$ cat src/rtl/cordic_sequencer_if.sv
// Handshake and datapath-control bundle between a CORDIC sequencer and its
// requester/datapath.
interface cordic_sequencer_if;
  logic       START;
  logic       MODE;
  logic       ABORT;
  logic       ACK;
  logic       Z_SIGN;
  logic       Y_SIGN;
  logic       LOAD;
  logic       ITER_EN;
  logic [5:0] ITER_IDX;
  logic       DIR;
  logic       MODE_Q;
  logic       BUSY;
  logic       DONE;

  modport master (
    output START, MODE, ABORT, ACK, Z_SIGN, Y_SIGN,
    input  LOAD, ITER_EN, ITER_IDX, DIR, MODE_Q, BUSY, DONE
  );

  modport slave (
    input  START, MODE, ABORT, ACK, Z_SIGN, Y_SIGN,
    output LOAD, ITER_EN, ITER_IDX, DIR, MODE_Q, BUSY, DONE
  );
endinterface

$ cat src/rtl/cordic_sequencer.sv
// Moore control FSM for an iterative CORDIC datapath: one load cycle, ITERS
// micro-rotation cycles, then a result held until acknowledged.
module cordic_sequencer #(
  parameter int ITERS = 16
) (
  input  logic              CLK,
  input  logic              RST,
  cordic_sequencer_if.slave bus
);

  typedef enum logic [1:0] {
    S_IDLE,
    S_LOAD,
    S_ITER,
    S_DONE
  } state_t;

  localparam logic [5:0] LAST_IDX = 6'(ITERS - 1);

  state_t     r_state;
  logic [5:0] r_idx;
  logic       r_modeQ;

  always_ff @(posedge CLK) begin
    if (RST) begin
      r_state <= S_IDLE;
      r_idx   <= '0;
      r_modeQ <= 1'b0;
    end else begin
      case (r_state)
        S_IDLE: begin
          r_idx <= '0;
          if (bus.START) begin
            r_state <= S_LOAD;
            r_modeQ <= bus.MODE;
          end
        end
        S_LOAD: begin
          r_idx   <= '0;
          r_state <= bus.ABORT ? S_IDLE : S_ITER;
        end
        S_ITER: begin
          // Counter returns to zero on every exit so it never wraps mid-operation.
          if (bus.ABORT) begin
            r_state <= S_IDLE;
            r_idx   <= '0;
          end else if (r_idx == LAST_IDX) begin
            r_state <= S_DONE;
            r_idx   <= '0;
          end else begin
            r_idx <= r_idx + 6'd1;
          end
        end
        S_DONE: begin
          r_idx <= '0;
          if (bus.ABORT || bus.ACK) begin
            r_state <= S_IDLE;
          end
        end
        default: begin
          r_state <= S_IDLE;
          r_idx   <= '0;
        end
      endcase
    end
  end

  logic w_inIter;
  assign w_inIter = (r_state == S_ITER);

  assign bus.LOAD     = (r_state == S_LOAD);
  assign bus.ITER_EN  = w_inIter;
  assign bus.BUSY     = (r_state == S_LOAD) || w_inIter;
  assign bus.DONE     = (r_state == S_DONE);
  assign bus.ITER_IDX = w_inIter ? r_idx : 6'd0;
  assign bus.MODE_Q   = r_modeQ;
  // Rotation drives the angle toward zero; vectoring drives Y toward zero.
  assign bus.DIR      = w_inIter && (r_modeQ ? bus.Y_SIGN : ~bus.Z_SIGN);

endmodule

$ cat src/flat_wrapper.sv
// flat-port wrapper written by rule: the top's interface ports become plain ports
module cordic_sequencer_flat 
#(
  parameter int ITERS = 16
)
  (CLK, RST, bus_START, bus_MODE, bus_ABORT, bus_ACK, bus_Z_SIGN, bus_Y_SIGN, bus_LOAD, bus_ITER_EN, bus_ITER_IDX, bus_DIR, bus_MODE_Q, bus_BUSY, bus_DONE);
  cordic_sequencer_if bus_i ();
  input  logic CLK;
  input  logic RST;
  input wire logic [$bits(bus_i.START)-1:0] bus_START;
  input wire logic [$bits(bus_i.MODE)-1:0] bus_MODE;
  input wire logic [$bits(bus_i.ABORT)-1:0] bus_ABORT;
  input wire logic [$bits(bus_i.ACK)-1:0] bus_ACK;
  input wire logic [$bits(bus_i.Z_SIGN)-1:0] bus_Z_SIGN;
  input wire logic [$bits(bus_i.Y_SIGN)-1:0] bus_Y_SIGN;
  output wire logic [$bits(bus_i.LOAD)-1:0] bus_LOAD;
  output wire logic [$bits(bus_i.ITER_EN)-1:0] bus_ITER_EN;
  output wire logic [$bits(bus_i.ITER_IDX)-1:0] bus_ITER_IDX;
  output wire logic [$bits(bus_i.DIR)-1:0] bus_DIR;
  output wire logic [$bits(bus_i.MODE_Q)-1:0] bus_MODE_Q;
  output wire logic [$bits(bus_i.BUSY)-1:0] bus_BUSY;
  output wire logic [$bits(bus_i.DONE)-1:0] bus_DONE;
  assign bus_i.START = bus_START;
  assign bus_i.MODE = bus_MODE;
  assign bus_i.ABORT = bus_ABORT;
  assign bus_i.ACK = bus_ACK;
  assign bus_i.Z_SIGN = bus_Z_SIGN;
  assign bus_i.Y_SIGN = bus_Y_SIGN;
  assign bus_LOAD = bus_i.LOAD;
  assign bus_ITER_EN = bus_i.ITER_EN;
  assign bus_ITER_IDX = bus_i.ITER_IDX;
  assign bus_DIR = bus_i.DIR;
  assign bus_MODE_Q = bus_i.MODE_Q;
  assign bus_BUSY = bus_i.BUSY;
  assign bus_DONE = bus_i.DONE;
  cordic_sequencer #(.ITERS(ITERS)) u_core (.CLK(CLK), .RST(RST), .bus(bus_i));
endmodule
$ cat config.mk
export PLATFORM = sky130hd
export DESIGN_NAME = cordic_sequencer_flat
export DESIGN_NICKNAME = d
export VERILOG_FILES = /design/src/rtl/cordic_sequencer_if.sv /design/src/rtl/cordic_sequencer.sv /design/src/flat_wrapper.sv
export SDC_FILE = /design/constraint.sdc
export NUM_CORES = 1
export LEC_CHECK = 0
export BUFFER_PORTS_ARGS = -buffer_cell sky130_fd_sc_hd__buf_2
export CAP_MARGIN = 40
export CORE_AREA = 2 2 39 41
export CTS_CLUSTER_SIZE = 30
export DETAILED_ROUTE_END_ITERATION = 6
export DIE_AREA = 0 0 41 43
export GPL_TIMING_DRIVEN = 0
export PLACE_DENSITY = 0.69
export SYNTH_ARGS = -nofsm -noshare
export SYNTH_HDL_FRONTEND = slang
export SYNTH_SLANG_ARGS = --single-unit
$ cat constraint.sdc
create_clock -name CLK -period 1.31 [get_ports CLK]
set_input_delay 0.131 -clock CLK [delete_from_list [all_inputs] [get_ports CLK]]
set_output_delay 0.131 -clock CLK [all_outputs]
set_load 0.01 [all_outputs]
After elaboration in Yosys (flattened, before gate mapping)
Cells that the tools add are included.
{ "totals": {"input_bits": 8, "out_inout_bits": 12, "word_cells": 30, "reg_bits": 9} }
{ "op_classes": {"mux": 11, "n_eq_ne": 7, "bitwise": 1, "reduce_logical": 7, "addsub": 1} }
{ "op_table": {"columns": ["cell", "count"], "rows": [
  ["two-way mux 6 bit", 3],
  ["case mux 6 bit (2 select lines)", 1],
  ["two-way mux 2 bit", 5],
  ["case mux 2 bit (4 select lines)", 1],
  ["adder 6 x 1 -> 6 bit (second input constant)", 1],
  ["equality test 6 x 4 -> 1 bit (second input constant)", 1],
  ["equality test 2 bit (second input constant)", 2],
  ["inequality test 3 bit (second input constant)", 1],
  ["AND reduction 3 bit", 1],
  ["OR reduction 3 bit", 1],
  ["equality test 2 x 1 -> 1 bit (second input constant)", 1],
  ["zero test 2 bit", 1],
  ["logical OR 1 bit", 2],
  ["inequality test 2 x 1 -> 1 bit (second input constant)", 1],
  ["inequality test 2 bit (second input constant)", 1],
  ["AND reduction 2 bit", 1],
  ["logical AND 1 bit", 1],
  ["two-way mux 1 bit", 1],
  ["inverter 1 bit", 1]
]} }

Logic depth before layout (Yosys ltp)
{ "logic_depth": {"word_depth": 4, "depth_mapped": 5, "mapped_depth_nobuf": 5} }

Least setup slack after synthesis
Ideal clock, no wire load.
{ "synth_path": {"path_type": "register to register", "start": "register u_core.r_idx[0]", "end": "register u_core.r_state[1]", "t_required_ns": 1.238, "setup_slack_ns": -0.109, "period_less_slack_ns": 1.419, "path_stages_with_launch": 6, "arrival_ns": 1.347, "path_buffers": 0, "setup_ns": 0.072, "path_cell_list": "dfxtp_1 ha_1 nand3_2 or3_4 a31oi_4 mux2i_1"} }
{ "synth_via": {"elab_chain_cells": 3} }
{ "synth_lines": {"columns": ["element", "line_no", "rtl"], "rows": [
  ["start, declared", "cordic_sequencer.sv:21", "logic [5:0] r_idx;"],
  ["start signal, assigned", "cordic_sequencer.sv:51", "r_idx <= r_idx + 6'd1;"],
  ["equality test 6 x 4 -> 1 bit", "cordic_sequencer.sv:47", "end else if (r_idx == LAST_IDX) begin"],
  ["inequality test 3 bit (no source line)", null, null],
  ["AND reduction 3 bit (no source line)", null, null],
  ["end signal, assigned", "cordic_sequencer.sv:40", "r_state <= bus.ABORT ? S_IDLE : S_ITER;"],
  ["end, declared", "cordic_sequencer.sv:20", "state_t r_state;"]
]} }
Every way passes these cells.
A chain may end at the register's enable or synchronous reset.

Worst setup path in the final report
{ "layout_path": {"start": "register u_core.r_idx[1]", "end": "register u_core.r_state[1]"} }
Same word-level chain as after synthesis.

==> results.json <==
{
  "dieArea_sq_um": 1760,
  "rsz0062_at_grt": "true",
  "ys_seq_elements": 9,
  "post-route-min-period_ns": 1.37,
  "synthAdderAreaFrac_pct": 12.0,
  "r2r_cells": 5,
  "violations": "setup timing",
  "syn_to_final_growth_pct": 44.1,
  "nNetsFinal": 102,
  "final-setup-viol-count": 2,
  "synth_top_family_by_area": "simple AND/OR/NAND/NOR gates",
  "placed_cell_area_sq_um": 652,
  "finalCritPeriodShare_pct": 104,
  "syn-num-nets": 74,
  "wirelength_microns": 1160,
  "holdBufCountCts": 0,
  "grt_max_degree": 12,
  "critPathKind": "reg -> reg",
  "synth_area_leaders": "dfxtp_1 35%, ha_1 12%, and2_1 8.4%, nor2_1 5.8%, inv_1 5.0%",
  "r2r_slack_ns": -0.06,
  "die_h_microns": 43,
  "drive_gt1_share_pct": 44.3,
  "core_area_sq_um": 1380,
  "routedWlPerCell_microns": 11.2,
  "path_clk_slew_ns": 0.07,
  "overflow": 0,
  "hpwlAfterDp_microns": 802,
  "detail-route-antenna-nets": 0,
  "antenna_found_initial": 0,
  "port_buffers": 19,
  "cp-end-kind": "flip-flop",
  "gp_congestion": 0.673,
  "fin_cells": 104,
  "h-tree-depth": 1,
  "critPathLaunchType": "flip-flop",
  "dr_total_vias": 497,
  "clk-insertion-delay-late_ns": 0.27,
  "yosysTopAreaCell": "dfxtp_1",
  "viasPerCell": 4.78,
  "tritoncts": "done",
  "drt-pass1-iter-count": 4,
  "yosysWarnings": 0,
  "first_global_vias": 441,
  "timing.rr.start": "u_core.r_idx[1]",
  "netlist_area_sq_um": 522,
  "drt_drc_violations_left": 0,
  "crit_slowest_cell": "dfxtp_4",
  "r2r-end": "u_core.r_state[1]",
  "ys_seq_area_share_pct": 34.5,
  "syn_area_per_cell_sq_um": 8.55,
  "maxCapViolCount": 0,
  "placed_cells": 96,
  "p_leak_nw": 0.351,
  "peakVddDrop_uv": 613,
  "hp-class": "in -> reg",
  "power.density_nw_per_um2": 819,
  "drv_slew": 0,
  "worstSetupEndpoint": "u_core.r_state[1]",
  "num_rows": 14,
  "drtIter0Drc": 10,
  "cp.arrival_ns": 1.56,
  "track_usage_pct": 14.5,
  "fin_hold_ws_ns": 0.0603,
  "start_util_pct": 37.7,
  "synthSimpleGateAreaFrac_pct": 27.8,
  "clock_path_buffers": 2,
  "critPathMaxFanout": 2,
  "path_cells": "ha_4 > nand3_4 > or3_4 > a31oi_4 > mux2i_1",
  "synth-xor-area-share_pct": 6.71,
  "slowest_delay_ns": 0.36,
  "grt_pass1_wl_microns": 1700,
  "maxSlewHeadroom_pct": 83.4,
  "cts_root_buf": "clkbuf_4",
  "finClkSkew_ns": 0.00241,
  "fmax_mhz": 732,
  "cp_data_required_time_ns": 1.51,
  "cts.sinks": 9,
  "synth_top_area_share_pct": 34.5,
  "dp_slack_ns": -0.112,
  "diodes": 0,
  "hold_viol_final": 0,
  "outcome": "finished, violations left",
  "tightest_slew_ns": 0.249,
  "die_w_microns": 41,
  "fin_ws_ns": -0.0567,
  "power_mw": 0.616,
  "cts_buffers": 3,
  "finish.instance_area_sq_um": 752,
  "synth_compound_area_share_pct": 12.0,
  "io_pins": 20,
  "synthMuxAreaShare_pct": 1.92,
  "yosysUniqueCellTypes": 19,
  "netlist_instances": 61,
  "startpoint": "u_core.r_idx[1]"
}
power breakdown:
group          internal [mW]  switching, mW
combinational         0.0469         0.0542
clock                  0.113          0.113
sequential             0.278         0.0107
worst min path at each step:
stage	start	to	slack (ns)	depth (start not counted)
floorplan	RST	u_core.bus.MODE_Q	0.20	1
CTS	RST	u_core.bus.MODE_Q	0.06	2
finish	RST	u_core.bus.MODE_Q	0.06	2
detailed placement	RST	u_core.bus.MODE_Q	0.33	2
global placement	RST	u_core.bus.MODE_Q	0.33	2
global route	RST	u_core.bus.MODE_Q	0.06	2
final cells by class:
type / count / area, sq um
inverters: 7 / 28.8
repair buffers: 23 / 125
multi-input cells: 45 / 355
well taps: 16 / 20.0
fillers: 144 / 632
flip-flops and latches: 9 / 195
clock inverters: 1 / 5.00
clock buffers: 3 / 22.5
per-layer routing:
| metal | track usage (%) | wire length [microns] |
|---|---|---|
| met1 | 14.9 | 501 |
| met2 | 24.1 | 555 |
| met3 | 7.85 | 98 |
| met4 | 4.00 | 9 |
| met5 | 0 | 0 |
registers in the layout, summed over array words and instances (netlist names):
signal / flops
u_core.bus.MODE_Q: 1
u_core.r_idx: 6
u_core.r_state: 2
synth_stat cells:
cell	number
nor2_1	8
dfxtp_1	9
o21ai_0	2
xor2_1	3
and2_1	7
nand3_2	1
mux2i_1	1
xnor2_1	1
or3_4	1
a32o_1	1
a21oi_1	2
a31oi_4	1
o221a_1	1
inv_1	7
nor3_1	1
and3_1	1
ha_1	5
nand2_1	5
nand3_1	4
worst max-delay path, delay by kind of cell, from the launching register on:
kind | cells | cell delay [ns]
simple gates | 2 | 0.44
flops | 1 | 0.36
mux | 1 | 0.19
compound gates | 1 | 0.16
fa+ha+maj | 1 | 0.15
cells by family (layout without fill, tap and decap cells):
group / after synthesis / in the layout
AOI/OAI and AO/OA: 7 / 7
xor gates and xnor gates: 4 / 4
adders and majority gates: 5 / 5
buffers and inverters: 7 / 34
DFF: 9 / 9
muxes: 1 / 1
and+or+nand+nor: 28 / 28
cells in the final DEF (no fill, tap or decap):
cell type,instances
buf_2,19
nor2_1,8
and2_1,7
inv_1,6
nand2_1,5
dfxtp_1,5
nand3_1,4
buf_4,4
dfxtp_4,4
xor2_1,3
clkbuf_4,3
o21ai_0,2
a21oi_1,2
ha_4,2
ha_1,2
inv_4,1
nand3_4,1
or3_4,1
a32o_1,1
a31oi_4,1
o221a_1,1
nor3_2,1
mux2i_1,1
and3_1,1
xnor2_1,1
ha_2,1
clkinv_2,1
metrics by stage:
stage	utilization [%]	TNS [ns]
2_1_floorplan	-	-0.0270
3_3_place_gp	47.1	-0.508
3_5_place_dp	47.1	-0.613
4_1_cts	52.7	-0.126
5_1_grt	54.3	-0.479
6_report	54.3	-0.0955
repair_timing:
action | 4_1_cts | 5_1_grt
endpoints found under the setup margin | 15 | 14
gates resized for setup | 9 | 4
cloned | 0 | 0
setup buffers | 3 | 1
hold endpoints to repair | 0 | 0
pin swaps | 7 | 1
Power figures use the tool's default switching activity.
